--- src/rtl/load_use_hazard_unit_if.sv ---
// Decode-side bus of the load-use hazard unit.
// The decode stage (master) drives the ID-stage instruction fields and flush.
// The hazard unit (slave) returns the stall, the pipeline enables and the stall counter.
interface load_use_hazard_unit_if #(
  parameter int REG_ADDR_W = 5,
  parameter int CNT_W      = 32
);
  // ID-stage instruction and flush
  logic                  id_valid;
  logic [REG_ADDR_W-1:0] id_rs1;
  logic [REG_ADDR_W-1:0] id_rs2;
  logic                  id_use_rs1;
  logic                  id_use_rs2;
  logic [REG_ADDR_W-1:0] id_rd;
  logic                  id_reg_write;
  logic                  id_mem_read;
  logic                  flush;

  // interlock outputs
  logic                  stall;
  logic                  pc_write;
  logic                  if_id_write;
  logic                  id_ex_bubble;
  logic [CNT_W-1:0]      stall_count;

  modport master (
    output id_valid, id_rs1, id_rs2, id_use_rs1, id_use_rs2,
           id_rd, id_reg_write, id_mem_read, flush,
    input  stall, pc_write, if_id_write, id_ex_bubble, stall_count
  );

  modport slave (
    input  id_valid, id_rs1, id_rs2, id_use_rs1, id_use_rs2,
           id_rd, id_reg_write, id_mem_read, flush,
    output stall, pc_write, if_id_write, id_ex_bubble, stall_count
  );
endinterface

--- src/rtl/load_use_hazard_unit.sv ---
// Issue-side load-use interlock.
// - Keeps a 3-deep shadow of the destination registers in flight (EX, MEM, WB).
// - Stalls PC and IF/ID, and bubbles ID/EX, when an ID source register
//   cannot be satisfied by forwarding.
// Build option HAZARD_NO_FORWARD_EN:
// - Defined: cores without forwarding; any in-flight producer blocks a reader.
// - Undefined (default): only a load directly ahead in EX blocks a reader.
module load_use_hazard_unit #(
  parameter int REG_ADDR_W = 5,
  parameter int CNT_W      = 32
) (
  input  logic                    clk,
  input  logic                    arst,
  load_use_hazard_unit_if.slave   bus
);

  typedef struct packed {
    logic                  valid;
    logic [REG_ADDR_W-1:0] rd;
    logic                  is_load;
  } entry_t;

  entry_t           ex_q, mem_q, wb_q;
  entry_t           ex_d;
  logic [CNT_W-1:0] stall_cnt_q, stall_cnt_d;

  logic hit_ex, hit_mem, hit_wb;
  logic raw, stall, issue;

  // An entry blocks a source only when it is live and the source is not x0.
  function automatic logic match(input entry_t e, input logic [REG_ADDR_W-1:0] r);
    return e.valid && (e.rd == r) && (r != '0);
  endfunction

  function automatic logic hit(input entry_t e,
                               input logic u1, input logic [REG_ADDR_W-1:0] r1,
                               input logic u2, input logic [REG_ADDR_W-1:0] r2);
    return (u1 && match(e, r1)) || (u2 && match(e, r2));
  endfunction

  // Hazard detection and next EX shadow entry; purely combinational on the
  // shadow state so a stall is seen in the same cycle the dependent sits in ID.
  always_comb begin
    hit_ex  = hit(ex_q,  bus.id_use_rs1, bus.id_rs1, bus.id_use_rs2, bus.id_rs2);
    hit_mem = hit(mem_q, bus.id_use_rs1, bus.id_rs1, bus.id_use_rs2, bus.id_rs2);
    hit_wb  = hit(wb_q,  bus.id_use_rs1, bus.id_rs1, bus.id_use_rs2, bus.id_rs2);
`ifdef HAZARD_NO_FORWARD_EN
    // no bypass network: WB is included because the register file is not
    // write-through
    raw     = hit_ex || hit_mem || hit_wb;
`else
    // EX/MEM and MEM/WB forwarding covers everything except a load in EX
    raw     = hit_ex && ex_q.is_load;
`endif
    // flush wins: the squashed ID instruction does not need to be held
    stall   = bus.id_valid && !bus.flush && raw;
    issue   = bus.id_valid && !stall && !bus.flush &&
              bus.id_reg_write && (bus.id_rd != '0);

    ex_d = '0;
    if (issue) begin
      ex_d.valid   = 1'b1;
      ex_d.rd      = bus.id_rd;
      ex_d.is_load = bus.id_mem_read;
    end
  end

  // Saturating stall-cycle counter next state.
  always_comb begin
    stall_cnt_d = stall_cnt_q;
    if (stall && (stall_cnt_q != '1))
      stall_cnt_d = stall_cnt_q + CNT_W'(1);
  end

  // Shadow pipeline advances every cycle; identical in both builds.
  always_ff @(posedge clk or posedge arst) begin
    if (arst) begin
      ex_q  <= '0;
      mem_q <= '0;
      wb_q  <= '0;
    end else begin
      ex_q  <= ex_d;
      mem_q <= ex_q;
      wb_q  <= mem_q;
    end
  end

  // Performance counter register.
  always_ff @(posedge clk or posedge arst) begin
    if (arst) stall_cnt_q <= '0;
    else      stall_cnt_q <= stall_cnt_d;
  end

  assign bus.stall        = stall;
  assign bus.pc_write     = !stall;
  assign bus.if_id_write  = !stall;
  assign bus.id_ex_bubble = stall || bus.flush;
  assign bus.stall_count  = stall_cnt_q;

  // is_load of the older entries is tracked but only EX's is consulted;
  // mem/wb hits only matter in the no-forward build.
  logic unused_bits;
  assign unused_bits = ^{mem_q.is_load, wb_q.is_load, hit_mem, hit_wb};

endmodule

--- src/flat_wrapper.sv ---
// flat-port wrapper written by rule: the top's interface ports become plain ports
module load_use_hazard_unit_flat 
#(
  parameter int REG_ADDR_W = 5,
  parameter int CNT_W      = 32
)
  (clk, arst, bus_id_valid, bus_id_rs1, bus_id_rs2, bus_id_use_rs1, bus_id_use_rs2, bus_id_rd, bus_id_reg_write, bus_id_mem_read, bus_flush, bus_stall, bus_pc_write, bus_if_id_write, bus_id_ex_bubble, bus_stall_count);
  load_use_hazard_unit_if #(.REG_ADDR_W(REG_ADDR_W), .CNT_W(CNT_W)) bus_i ();
  input  logic clk;
  input  logic arst;
  input wire logic [$bits(bus_i.id_valid)-1:0] bus_id_valid;
  input wire logic [$bits(bus_i.id_rs1)-1:0] bus_id_rs1;
  input wire logic [$bits(bus_i.id_rs2)-1:0] bus_id_rs2;
  input wire logic [$bits(bus_i.id_use_rs1)-1:0] bus_id_use_rs1;
  input wire logic [$bits(bus_i.id_use_rs2)-1:0] bus_id_use_rs2;
  input wire logic [$bits(bus_i.id_rd)-1:0] bus_id_rd;
  input wire logic [$bits(bus_i.id_reg_write)-1:0] bus_id_reg_write;
  input wire logic [$bits(bus_i.id_mem_read)-1:0] bus_id_mem_read;
  input wire logic [$bits(bus_i.flush)-1:0] bus_flush;
  output wire logic [$bits(bus_i.stall)-1:0] bus_stall;
  output wire logic [$bits(bus_i.pc_write)-1:0] bus_pc_write;
  output wire logic [$bits(bus_i.if_id_write)-1:0] bus_if_id_write;
  output wire logic [$bits(bus_i.id_ex_bubble)-1:0] bus_id_ex_bubble;
  output wire logic [$bits(bus_i.stall_count)-1:0] bus_stall_count;
  assign bus_i.id_valid = bus_id_valid;
  assign bus_i.id_rs1 = bus_id_rs1;
  assign bus_i.id_rs2 = bus_id_rs2;
  assign bus_i.id_use_rs1 = bus_id_use_rs1;
  assign bus_i.id_use_rs2 = bus_id_use_rs2;
  assign bus_i.id_rd = bus_id_rd;
  assign bus_i.id_reg_write = bus_id_reg_write;
  assign bus_i.id_mem_read = bus_id_mem_read;
  assign bus_i.flush = bus_flush;
  assign bus_stall = bus_i.stall;
  assign bus_pc_write = bus_i.pc_write;
  assign bus_if_id_write = bus_i.if_id_write;
  assign bus_id_ex_bubble = bus_i.id_ex_bubble;
  assign bus_stall_count = bus_i.stall_count;
  load_use_hazard_unit #(.REG_ADDR_W(REG_ADDR_W), .CNT_W(CNT_W)) u_core (.clk(clk), .arst(arst), .bus(bus_i));
endmodule
--- config.mk ---
export PLATFORM = sky130hd
export DESIGN_NAME = load_use_hazard_unit_flat
export DESIGN_NICKNAME = d
export VERILOG_FILES = /design/src/rtl/load_use_hazard_unit_if.sv /design/src/rtl/load_use_hazard_unit.sv /design/src/flat_wrapper.sv
export SDC_FILE = /design/constraint.sdc
export NUM_CORES = 1
export LEC_CHECK = 0
export BUFFER_PORTS_ARGS = -buffer_cell sky130_fd_sc_hd__buf_2
export CAP_MARGIN = 5
export CORE_UTILIZATION = 56
export DETAILED_ROUTE_END_ITERATION = 8
export PLACE_DENSITY = 0.86
export SETUP_SLACK_MARGIN = 0.5
export SLEW_MARGIN = 20
export SYNTH_ARGS = -nofsm -noshare
export SYNTH_HDL_FRONTEND = slang
export SYNTH_SLANG_ARGS = --single-unit
--- constraint.sdc ---
create_clock -name clk -period 3.7 [get_ports clk]
set_input_delay 0.555 -clock clk [delete_from_list [all_inputs] [get_ports clk]]
set_output_delay 0.555 -clock clk [all_outputs]
set_load 0.05 [all_outputs]
==> summary.md, run 1 <==
| Metric | Value |
|---|---|
| Status | finished clean |
| Critical path launch point type | primary input |
| Tmin final | ~2.9 ns |
| Initial Util | 58.62% |
| Cell Area, Placed | between 2000 and 2500 sq um |
| Max Buffers Root-to-Sink | 2 |
| Yosys warnings | 0 |
| Pwr per Cell Area | 291.8 nW/um^2 |
| First-pass GRT wire length | between 7000 and 8000 um |
| Cell family with the largest share of critical-path delay | simple AND/OR/NAND/NOR gates |
| Post-synth EDFFs | 0 |
| Synth top area share | between 40% and 50% |
| Synthesis-to-finish area growth | 19.04% |
| Worst-path clk slew | approximately 0.070 ns |
| Design Area, Final | between 2000 and 3000 sq um |
| Syn_nets | about 220 |
| Max cap viols | 0 |
| Dpl cells | slightly above 300 |
| Crit path DAT | approximately 2.3 ns |
| Post-synthesis sequential area ratio | a little under half |
| IR drop worst, VDD | between 200 and 250 uV |
| DRT antenna net count | 0 |
| Largest family of logic cells by synthesized area | simple AND/OR/NAND/NOR gates |
| Worst-Margin Slew | just over 0.6 ns |
| Critical-path top delay cell | or4_4 |
| Top FF cell, synth | dfrtp_1 |
| Avg WL per Cell | between 10 and 15 um |
| Crit path cell chain | buf_2 -> or4_4 -> a21oi_4 -> nor4b_2 -> a32oi_2 -> nand2b_1 -> buf_2 |
| Mapped Area | ~2200 sq um |
| IO Port Bufs | 58 |
| Clock share of power | around 36% |
| Post-synthesis compound-gate area fraction | ~7.2% |
| Critical path's largest stage delay | about 0.54 ns |
| Die footprint | a little over 4000 sq um |
| Largest net degree at the start of global routing | 40 |
| Drt drc | 0 |
| Setup CP Type | in -> out |
| Num CTS Buffers | 5 |
| R2R setup slack | ~1.4 ns |
| Worst-Skew Late Latency | slightly below 0.3 ns |
| Final setup vio count | 0 |
| WP data required | ~3.1 ns |
| Leakage power | about 1.3 nW |
| Buf+Inv Stages, Crit Path | 2 |
| CTS H-Tree Depth | 2 |
| FF+latch count, synth | 39 |
| Core area | approximately 3700 sq um |
| Gate Count Post-Synth | 198 |
| Slew margin rel. | slightly below 60% |
| Worst r2r src | u_core.bus.stall_count[9] |
| Row count | 22 |
| All-Layer GR Usage | approximately a quarter |
| Chip width | 64.14 um |
| P_sw | approximately 0.18 mW |
| Final WL | between 4000 and 5000 um |
| End of the worst register-to-register path | u_core.bus.stall_count[1] |
| # diodes | 0 |
| XOR/XNOR Fraction of Synth Area | between 10% and 20% |
| Final std cells w/o fill | just over 300 |
| Yosys cell types | 42 |
| GP Congestion | 0.8481 |
| Number of global-route vias before repair | roughly 1,700 |
| Fill cells | 300 |
| RSZ-0062 raised after global routing | no |
| Sw Ratio | a little under a quarter |
| DR pass1 iterations | 4 |
| Nets | 285 |
| Post-Synth Adder-Cell Area | less than 1% |
| CTS Root Cell | clkbuf_8 |
| R2R depth | 5 |
| Total internal power | about 0.58 mW |
| CTS Hold Buffers Added | 0 |
| Fmax | 348.7 MHz |
| Count leader, synth | dfrtp_1 |
| Ports | 59 |
| Post-CTS setup buffer count | 0 |
| Sequential share of power | 57.3% |
| PostCTS Resize Cnt | 0 |
| Worst setup EP type | output port |
| Comb pwr share | under 10% |
| Area contributors post-synth | dfrtp_1, xor2_1, xnor2_1 |
| Worst setup margin | roughly 0.83 ns |
| Hold_ws | roughly 0.35 ns |
| Post-synthesis mux area share | less than 1% |
| Crit share post-route | 77.50% |
| Total Power | approximately 0.75 mW |
| Final Util | about 70% |
| Fraction of layout cells with a size suffix above 1 | 32.44% |
| Hpwl dp | 3398 um |
| Setup TNS | 0 ns |
| Vias per cell | between 5 and 6 |
| Initial DRC count | about 110 |
| Final hold viol count | 0 |
| DR vias | 1,775 |
| Final max-slew violation count | 0 |
| Area leader, netlist | dfrtp_1 |
| Simple-Gate Fraction of Synth Area | approximately 28% |
| Type of the most critical hold path | in -> async |
| Top cells by count, synth | dfrtp_1, xor2_1, nand4_1 |
| Ys async rst share | 100.0% |
| CTS tree | yes |
| Avg Cell Area, Syn | ~11 sq um |
| Grt ovf | 0 |
| Initial antenna violation count | 0 |
| Die height | around 64 um |
| Clk_skew | roughly 0.0085 ns |
| TritonCTS Sinks | 39 |
| Worst Path Max Fanout | 9 |
| Cell repeated most along the worst path | buf_2 |
| Dpl ws | 0.8397 ns |
==> how the worst max path moves through the flow <==
stage                  start                to  cells past startpoint  slack, ns
2_1_floorplan  bus_id_rs2[0]         bus_stall                      4       0.88
3_3_place_gp   bus_id_rs2[0]  bus_id_ex_bubble                      7       0.90
4_1_cts        bus_id_rs2[0]  bus_id_ex_bubble                      7       0.84
6_report       bus_id_rs2[0]  bus_id_ex_bubble                      7       0.83
3_5_place_dp   bus_id_rs2[0]  bus_id_ex_bubble                      7       0.84
5_1_grt        bus_id_rs2[0]  bus_id_ex_bubble                      7       0.74
==> cells by family (layout without fill, tap and decap cells) <==
family	Yosys count	in the layout
compound gates	14	14
xor+xnor	39	39
fa+ha+maj	1	1
buf+inv	11	75
flops	39	39
mux	1	1
simple gates	93	93
==> state kept, by name, indices dropped and copies added (netlist names) <==
| signal | flops |
|---|---|
| u_core.bus.stall_count | 32 |
| u_core.ex_q | 7 |
==> layout make-up <==
class / count / area (sq um) / share of cell area, %
multi-input combinational: 148 / 1126 / 43.75
sequential: 39 / 975.9 / 37.92
timing repair buffer: 59 / 297.8 / 11.57
clock buffer: 5 / 68.82 / 2.674
tap: 48 / 60.06 / 2.333
inverter: 8 / 30.03 / 1.167
clock inverter: 3 / 15.01 / 0.5834
==> worst min-delay path, delay by kind of cell <==
family / cells / cell delay (ns)
buffers and inverters: 3 / 0.53
==> per-layer routing <==
metal / vias up / GRT usage, % / wire length, um / share of wire [%]
met5: - / 0 / 0 / 0
met4: 0 / 7.222 / 48 / 1.1
met3: 6 / 5.357 / 244 / 5.4
met2: 59 / 42.55 / 2230 / 49
met1: 862 / 30.38 / 2022 / 44
li1: 848 / - / - / -
==> layout by cell type, fill, tap and decap left out, types with 5 or more instances in the layout <==
cell      synthesis  routed
and2_1            8       8
and3_1            6       6
buf_2             0      58
clkbuf_8          0       5
dfrtp_1          39      39
inv_1             8       8
nand2_1          11      11
nand3_1          12      12
nand4_1          17      17
nor2_1            9       9
nor4_1            9       9
xnor2_1          14      14
xor2_1           25      25
==> power by group through the flow <==
stage               logic, mW  clock network [mW]  registers [mW]
global placement       0.0469                   0           0.438
detailed placement     0.0480                   0           0.438
CTS                    0.0483               0.277           0.430
floorplan              0.0263                   0           0.438
global route           0.0530               0.295           0.430
finish                 0.0480               0.273           0.430
(Power assumes the default switching activity.)
==> run 2: changes to the inputs <==
--- a/config.mk
+++ b/config.mk
@@ -7,9 +7,9 @@
 export LEC_CHECK = 0
 export BUFFER_PORTS_ARGS = -buffer_cell sky130_fd_sc_hd__buf_2
 export CAP_MARGIN = 5
-export CORE_UTILIZATION = 56
+export CORE_UTILIZATION = 52
 export DETAILED_ROUTE_END_ITERATION = 8
-export PLACE_DENSITY = 0.86
+export PLACE_DENSITY = 0.8
 export SETUP_SLACK_MARGIN = 0.5
 export SLEW_MARGIN = 20
 export SYNTH_ARGS = -nofsm -noshare
==> constraint.sdc (replaced) <==
create_clock -name clk -period 2.97 [get_ports clk]
set_input_delay 0.4455 -clock clk [delete_from_list [all_inputs] [get_ports clk]]
set_output_delay 0.4455 -clock clk [all_outputs]
set_load 0.05 [all_outputs]
==> run 2 against run 1 <==
Critical path depth fell by 2. Wire length is 2.3% higher. Sequential share of layout area fell by 0.99 points. First-iteration DRC count grew 39%. Clock-buffer cell count grew 1. Largest cell class unchanged. Highest routed layer unchanged.
==> summary.md, run 2 (synthesis results as in run 1) <==
| Metric | Value |
|---|---|
| Buf+Inv Stages, Crit Path | 2 (unchanged) |
| IR drop worst, VDD | 317.6 uV (was 220.8 uV) |
| Register Area | 975.9 sq um (unchanged) |
| Met3 Use GR | 8.219% (was 5.357%) |
| R2R depth | 7 (was 5) |
| GP Congestion | 0.8423 (was 0.8481) |
| Crit path DAT | 2.00 ns (was 2.31 ns) |
| Pwr per Cell Area | 358.9 nW/um^2 (was 291.8 nW/um^2) |
| DR pass1 iterations | 4 (unchanged) |
| Initial DRC count | 159 (was 114) |
| Multi-input logic area | 1142 sq um (was 1126 sq um) |
| WP depth | 5 (was 7) |
| Critical path's largest stage delay | 0.50 ns (was 0.54 ns) |
| Clock share of power | 36.9% (was 36.3%) |
| Row count | 23 (was 22) |
| Die footprint | 4420 sq um (was 4113 sq um) |
| Final setup vio count | 0 (unchanged) |
| Sequential share of power | 56.5% (was 57.3%) |
| Core area | 4000 sq um (was 3689 sq um) |
| Critical-path top delay cell | or4_4 (unchanged) |
| Total internal power | 0.7218 mW (was 0.5759 mW) |
| Worst-Skew Late Latency | 0.30 ns (was 0.29 ns) |
| Grt ovf | 0 (unchanged) |
| Met1 usage in global routing | 28.54% (was 30.38%) |
| Initial Util | 54.05% (was 58.62%) |
| Most frequent cells in the layout | buf_2, dfrtp_1, xor2_1, nand4_1, xnor2_1 (unchanged) |
| Worst setup EP type | output port (unchanged) |
| R2R setup slack | 0.67 ns (was 1.37 ns) |
| Critical path launch point | u_core.ex_q[1] (was bus_id_rs2[0]) |
| Critical Path End | bus_stall (was bus_id_ex_bubble) |
| Avg WL per Cell | 14.72 um (was 14.67 um) |
| Largest register FFs | 32 (unchanged) |
| Most common cell after layout, fill and taps aside | buf_2 (unchanged) |
| Vias per cell | 5.614 (was 5.726) |
| Max Buffers Root-to-Sink | 2 (unchanged) |
| Max cap viols | 0 (unchanged) |
| Synthesis-to-finish area growth | 22.22% (was 19.04%) |
| Comb pwr share | 6.6% (was 6.4%) |
| Worst Path Max Fanout | 3 (was 9) |
| Final hold viol count | 0 (unchanged) |
| IO Port Bufs | 58 (unchanged) |
| Drt drc | 0 (unchanged) |
| Largest net degree at the start of global routing | 40 (unchanged) |
| End of the worst register-to-register path | u_core.bus.stall_count[15] (was u_core.bus.stall_count[1]) |
| TritonCTS Sinks | 39 (unchanged) |
| Worst-Margin Slew | 0.6670 ns (was 0.6215 ns) |
| Dpl cells | 306 (was 302) |
| Worst r2r src | u_core.ex_q[1] (was u_core.bus.stall_count[9]) |
| Worst-path clk slew | 0.08 ns (was 0.07 ns) |
| DRT antenna net count | 0 (unchanged) |
| Status | finished clean (unchanged) |
| P_sw | 0.2267 mW (was 0.1751 mW) |
| Cell family with the largest share of critical-path delay | simple AND/OR/NAND/NOR gates (unchanged) |
| Setup TNS | 0 ns (unchanged) |
| Sw Ratio | 23.90% (was 23.32%) |
| Critical path launch point type | register (was primary input) |
| Tmin final | approximately 2.4 ns |
| Setup CP Type | reg -> out (was in -> out) |
| Final WL | 4652 um (was 4547 um) |
| Final std cells w/o fill | 316 (was 310) |
| Ports | 59 (unchanged) |
| Num CTS Buffers | 5 (unchanged) |
| Fraction of layout cells with a size suffix above 1 | 34.21% (was 32.44%) |
| DR vias | 1,774 (was 1,775) |
| Clk_skew | 0.007237 ns (was 0.008515 ns) |
| RSZ-0062 raised after global routing | yes (was no) |
| Crit share post-route | slightly above 80% |
| Type of the most critical hold path | in -> async (unchanged) |
| Initial antenna violation count | 0 (unchanged) |
| All-Layer GR Usage | 23.59% (was 24.47%) |
| Fill cells | 344 (was 300) |
| Final max-slew violation count | 0 (unchanged) |
| Number of global-route vias before repair | 1,717 (was 1,742) |
| Met2 track demand over resource | 38.52% (was 42.55%) |
| CTS Root Cell | clkbuf_8 (unchanged) |
| Die height | 66.48 um (was 64.14 um) |
| Nets | 289 (was 285) |
| Crit path cell chain | xor2_1 -> or4_4 -> o41a_4 -> clkinvlp_4 -> buf_8 (was buf_2 -> or4_4 -> a21oi_4 -> nor4b_2 -> a32oi_2 -> nand2b_1 -> buf_2) |
| WP data required | 2.52 ns (was 3.14 ns) |
| First-pass GRT wire length | 7679 um (was 7783 um) |
| Global route hottest layer | met2 (unchanged) |
| Slew margin rel. | 55.12% (was 58.25%) |
| CTS tree | yes (unchanged) |
| Hpwl dp | 3457 um (was 3398 um) |
| # diodes | 0 (unchanged) |
| Fmax | roughly 400 MHz |
| Leakage power | 1.349 nW (was 1.335 nW) |
| CTS H-Tree Depth | 2 (unchanged) |
| Chip width | 66.48 um (was 64.14 um) |
==> run 2: cell types whose count changed in the layout (fill, tap and decap cells not counted) <==
| cell | before | now |
|---|---|---|
| buf_4 | 1 | 7 |
| buf_2 | 58 | 55 |
| clkinv_2 | 3 | 1 |
| clkinvlp_4 | 0 | 2 |
| buf_8 | 0 | 1 |
| clkbuf_1 | 0 | 1 |
| inv_1 | 8 | 7 |
| nor4b_1 | 1 | 0 |
| nor4b_2 | 1 | 2 |
| o41a_1 | 1 | 0 |
| o41a_4 | 0 | 1 |
==> run 2: worst min-delay path by stage <==
| stage | start | end | slack (ns) | cells past startpoint |
|---|---|---|---|---|
| 5_1_grt | arst | u_core.bus.stall_count[16] | 0.29 | 3 |
| 3_3_place_gp | u_core.bus.stall_count[23] | u_core.bus.stall_count[23] | 0.47 | 1 |
| 2_1_floorplan | bus_id_mem_read | u_core.ex_q[0] | 0.57 | 1 |
| 6_report | arst | u_core.bus.stall_count[11] | 0.26 | 3 |
| 3_5_place_dp | u_core.bus.stall_count[29] | u_core.bus.stall_count[29] | 0.48 | 1 |
| 4_1_cts | arst | u_core.bus.stall_count[16] | 0.26 | 3 |
==> run 2: tightest hold or removal path: stages <==
cell and delay (ns):
buf_2 0.10, inv_1 0.04, buf_4 0.41
==> run 2: power groups by stage <==
stage	registers (mW)	clock network, mW	logic (mW)
5_1_grt	0.536	0.390	0.0693
2_1_floorplan	0.546	0	0.0328
6_report	0.536	0.350	0.0626
3_3_place_gp	0.546	0	0.0590
3_5_place_dp	0.546	0	0.0612
4_1_cts	0.536	0.367	0.0622
==> run 2: final cells by class <==
| cell class | instances | area share, % |
|---|---|---|
| clock buffers | 6 | 2.746 |
| clock inverters | 2 | 0.4735 |
| well taps | 50 | 2.367 |
| repair buffers | 63 | 12.97 |
| multi-input cells | 148 | 43.23 |
| flip-flops and latches | 39 | 36.93 |
| inverters | 8 | 1.278 |
==> run 2: metrics by stage <==
step	hold WS, ns	setup slack, ns	util [%]	power [mW]	cell area, sq um
after global placement	0.4723	0.4645	62.81	0.6050	2512
after detailed placement	0.4773	0.4504	62.81	0.6074	2512
after global routing	0.2882	0.4828	66.06	0.9948	2643
after CTS	0.2604	0.5009	65.72	0.9644	2629
after floorplan	0.5737	0.5135	-	0.5786	2167
final	0.2556	0.5261	66.06	0.9485	2643
==> run 2: routing by layer <==
metal	vias to the layer above	share of wire [%]	routed length (um)
li1	850	-	-
met1	866	44	2036
met3	6	5.2	240
met2	52	50	2325
met4	0	1.1	49
met5	-	0	0
==> run 2: timing repair <==
action,in CTS,in global routing
buffers inserted,1,1
resized for setup,6,1
pin swaps,1,0
hold buffers,0,0
setup endpoints to repair,3,4
gates cloned,0,0
==> run 3: changes to the inputs <==
--- a/config.mk
+++ b/config.mk
@@ -7,9 +7,9 @@
 export LEC_CHECK = 0
 export BUFFER_PORTS_ARGS = -buffer_cell sky130_fd_sc_hd__buf_2
 export CAP_MARGIN = 5
-export CORE_UTILIZATION = 52
+export CORE_UTILIZATION = 47
 export DETAILED_ROUTE_END_ITERATION = 8
-export PLACE_DENSITY = 0.8
+export PLACE_DENSITY = 0.77
 export SETUP_SLACK_MARGIN = 0.5
 export SLEW_MARGIN = 20
 export SYNTH_ARGS = -nofsm -noshare
==> constraint.sdc (replaced) <==
create_clock -name clk -period 2 [get_ports clk]
set_input_delay 0.3 -clock clk [delete_from_list [all_inputs] [get_ports clk]]
set_output_delay 0.3 -clock clk [all_outputs]
set_load 0.05 [all_outputs]
==> run 3 against run 2 <==
The flow now finishes with violations (setup timing). Die area up 10%. Core utilization is 13 points higher. Setup slack got worse by 0.87 ns. Sequential share of layout area shrank 7.6 points. Critical endpoint unchanged. Highest routed layer unchanged.
==> summary.md, run 3 (synthesis results as in run 1) <==
| Metric | Value |
|---|---|
| Final max-slew violation count | 0 (unchanged) |
| P_sw | 0.3554 mW (was 0.2267 mW) |
| Synthesis-to-finish area growth | 60.24% (was 22.22%) |
| Worst setup EP type | output port (unchanged) |
| Critical-path top delay cell | a2111oi_2 (was or4_4) |
| Dpl cells | 331 (was 306) |
| RSZ-0062 raised after global routing | yes (unchanged) |
| Worst r2r src | u_core.ex_q[1] (unchanged) |
| Num CTS Buffers | 5 (unchanged) |
| Drt drc | 0 (unchanged) |
| DR vias | 2,011 (was 1,774) |
| Final setup vio count | 26 (was 0) |
| Fraction of layout cells with a size suffix above 1 | 66.89% (was 34.21%) |
| Fmax | 426.6 MHz |
| Worst-Skew Late Latency | 0.29 ns (was 0.30 ns) |
| Die footprint | 4876 sq um (was 4420 sq um) |
| Design Area, Final | 3465 sq um (was 2643 sq um) |
| Largest net degree at the start of global routing | 40 (unchanged) |
| Grt ovf | 0 (unchanged) |
| First-pass GRT wire length | 9246 um (was 7679 um) |
| Multi-input logic area | 1536 sq um (was 1142 sq um) |
| Sw Ratio | 22.09% (was 23.90%) |
| DR pass1 iterations | 4 (unchanged) |
| Register Area | 1017 sq um (was 975.9 sq um) |
| Most common cell after layout, fill and taps aside | buf_2 (unchanged) |
| Ports | 59 (unchanged) |
| Clk_skew | 0.008067 ns (was 0.007237 ns) |
| Initial Util | 49.32% (was 54.05%) |
| Setup CP Type | reg -> out (unchanged) |
| CTS tree | yes (unchanged) |
| Worst setup margin | -0.3441 ns (was 0.5261 ns) |
| IO Port Bufs | 58 (unchanged) |
| Avg WL per Cell | 16.81 um (was 14.72 um) |
| Initial DRC count | 109 (was 159) |
| Nets | 325 (was 289) |
| Dpl ws | -0.07882 ns (was 0.4504 ns) |
| # diodes | 0 (unchanged) |
| Failing checks | setup timing |
| Total Power | 1.609 mW (was 0.9485 mW) |
| Initial antenna violation count | 0 (unchanged) |
| Final hold viol count | 0 (unchanged) |
| Chip width | 69.83 um (was 66.48 um) |
| Largest register FFs | 32 (unchanged) |
| Final WL | 5951 um (was 4652 um) |
| Clock share of power | 42.6% (was 36.9%) |
| Setup TNS | -3.376 ns (was 0 ns) |
| Worst-Margin Slew | 0.7267 ns (was 0.6670 ns) |
| Status | finished, violations left (was finished clean) |
| Crit path DAT | 2.04 ns (was 2.00 ns) |
| Crit share post-route | 117.2% |
| TritonCTS Sinks | 39 (unchanged) |
| Slew margin rel. | 51.44% (was 55.12%) |
| Critical path's largest stage delay | 0.45 ns (was 0.50 ns) |
| Core area | 4384 sq um (was 4000 sq um) |
| Type of the most critical hold path | in -> async (unchanged) |
| Worst Path Max Fanout | 3 (unchanged) |
| Hold_ws | 0.1233 ns (was 0.2556 ns) |
| Number of global-route vias before repair | 1,877 (was 1,717) |
| Row count | 24 (was 23) |
| Worst-path clk slew | 0.07 ns (was 0.08 ns) |
| Pwr per Cell Area | 464.4 nW/um^2 (was 358.9 nW/um^2) |
| All-Layer GR Usage | 24.36% (was 23.59%) |
| CTS H-Tree Depth | 2 (unchanged) |
| Final Util | 79.02% (was 66.06%) |
| Sequential share of power | 49.5% (was 56.5%) |
| DRT antenna net count | 0 (unchanged) |
| CTS Root Cell | clkbuf_8 (unchanged) |
| Max Buffers Root-to-Sink | 2 (unchanged) |
| IR drop worst, VDD | 379.6 uV (was 317.6 uV) |
| Final std cells w/o fill | 354 (was 316) |
| Cell Area, Placed | 2934 sq um (was 2512 sq um) |
| Hpwl dp | 3765 um (was 3457 um) |
| Critical path launch point | u_core.ex_q[1] (unchanged) |
| Most frequent cells in the layout | buf_2, buf_4, dfrtp_2, xor2_1, nand4_1 (was buf_2, dfrtp_1, xor2_1, nand4_1, xnor2_1) |
| WP data required | 1.70 ns (was 2.52 ns) |
| Total internal power | 1.254 mW (was 0.7218 mW) |
| Crit path cell chain | buf_4 -> xor2_4 -> a2111oi_2 -> nand4_1 -> o41a_4 -> clkinvlp_4 -> buf_8 (was xor2_1 -> or4_4 -> o41a_4 -> clkinvlp_4 -> buf_8) |
| Leakage power | 1.768 nW (was 1.349 nW) |
| Comb pwr share | 7.9% (was 6.6%) |
| GP Congestion | 0.8253 (was 0.8423) |
| Tmin final | around 2.3 ns |
| Die height | 69.83 um (was 66.48 um) |
| Max cap viols | 0 (unchanged) |
| Fill cells | 250 (was 344) |
| Critical path launch point type | register (unchanged) |
| Vias per cell | 5.681 (was 5.614) |
==> run 3: cell types whose count changed in the layout (fill, tap and decap cells not counted), moves of 7 or more <==
cell	before	now
nor4_4	2	10
nor3_4	1	8
buf_4	7	35
nor2_1	9	2
dfrtp_2	0	33
dfrtp_1	39	6
nor4_1	9	1
==> run 3: worst max-delay path: cells and delay by family, from the launching register on <==
family	cells	cell delay [ns]
compound gates	2	0.62
flops	1	0.40
buf+inv	3	0.38
simple gates	1	0.20
xor+xnor	1	0.15
==> run 3: final timing paths <==
path,end,slack [ns],depth (start not counted)
setup / recovery,bus_stall,-0.34,7
max in group asynchronous,u_core.ex_q[5],1.50,3
setup reg to reg,u_core.bus.stall_count[9],-0.21,8
min in group clk,u_core.ex_q[4],0.24,2
hold / removal,u_core.bus.stall_count[26],0.12,3
hold reg to reg,u_core.bus.stall_count[31],0.48,1
==> run 3: power groups by stage <==
stage	clock (mW)	sequential [mW]	combinational, mW
floorplan	0	0.810	0.0551
detailed placement	0	0.811	0.109
global route	0.739	0.796	0.138
CTS	0.696	0.795	0.116
finish	0.686	0.796	0.127
global placement	0	0.811	0.106
==> run 3: timing repair <==
item	4_1_cts	5_1_grt
buffers inserted	3	11
pin swaps	15	19
gates resized for setup	26	28
cloned	1	0
hold buffers	0	0
setup endpoints to repair	43	43
==> run 3: area by class of cell <==
type                            count  share of cell area (%)
Inverter                            8                  0.9751
Timing Repair Buffer               99                   20.04
Sequential cell                    39                   29.36
Tap cell                           52                   1.878
Clock inverter                      2                   1.011
Clock buffer                        6                   2.384
Multi-Input combinational cell    148                   44.35
==> run 3: metal layers <==
metal / vias to the layer above / global-route usage, % / share of wire, % / wire (um)
li1: 928 / - / - / -
met2: 63 / 39.32 / 51 / 3023
met5: - / 0 / 0 / 0
met3: 12 / 5.669 / 4.5 / 268
met1: 1008 / 32.61 / 43 / 2553
met4: 0 / 7.333 / 1.8 / 105
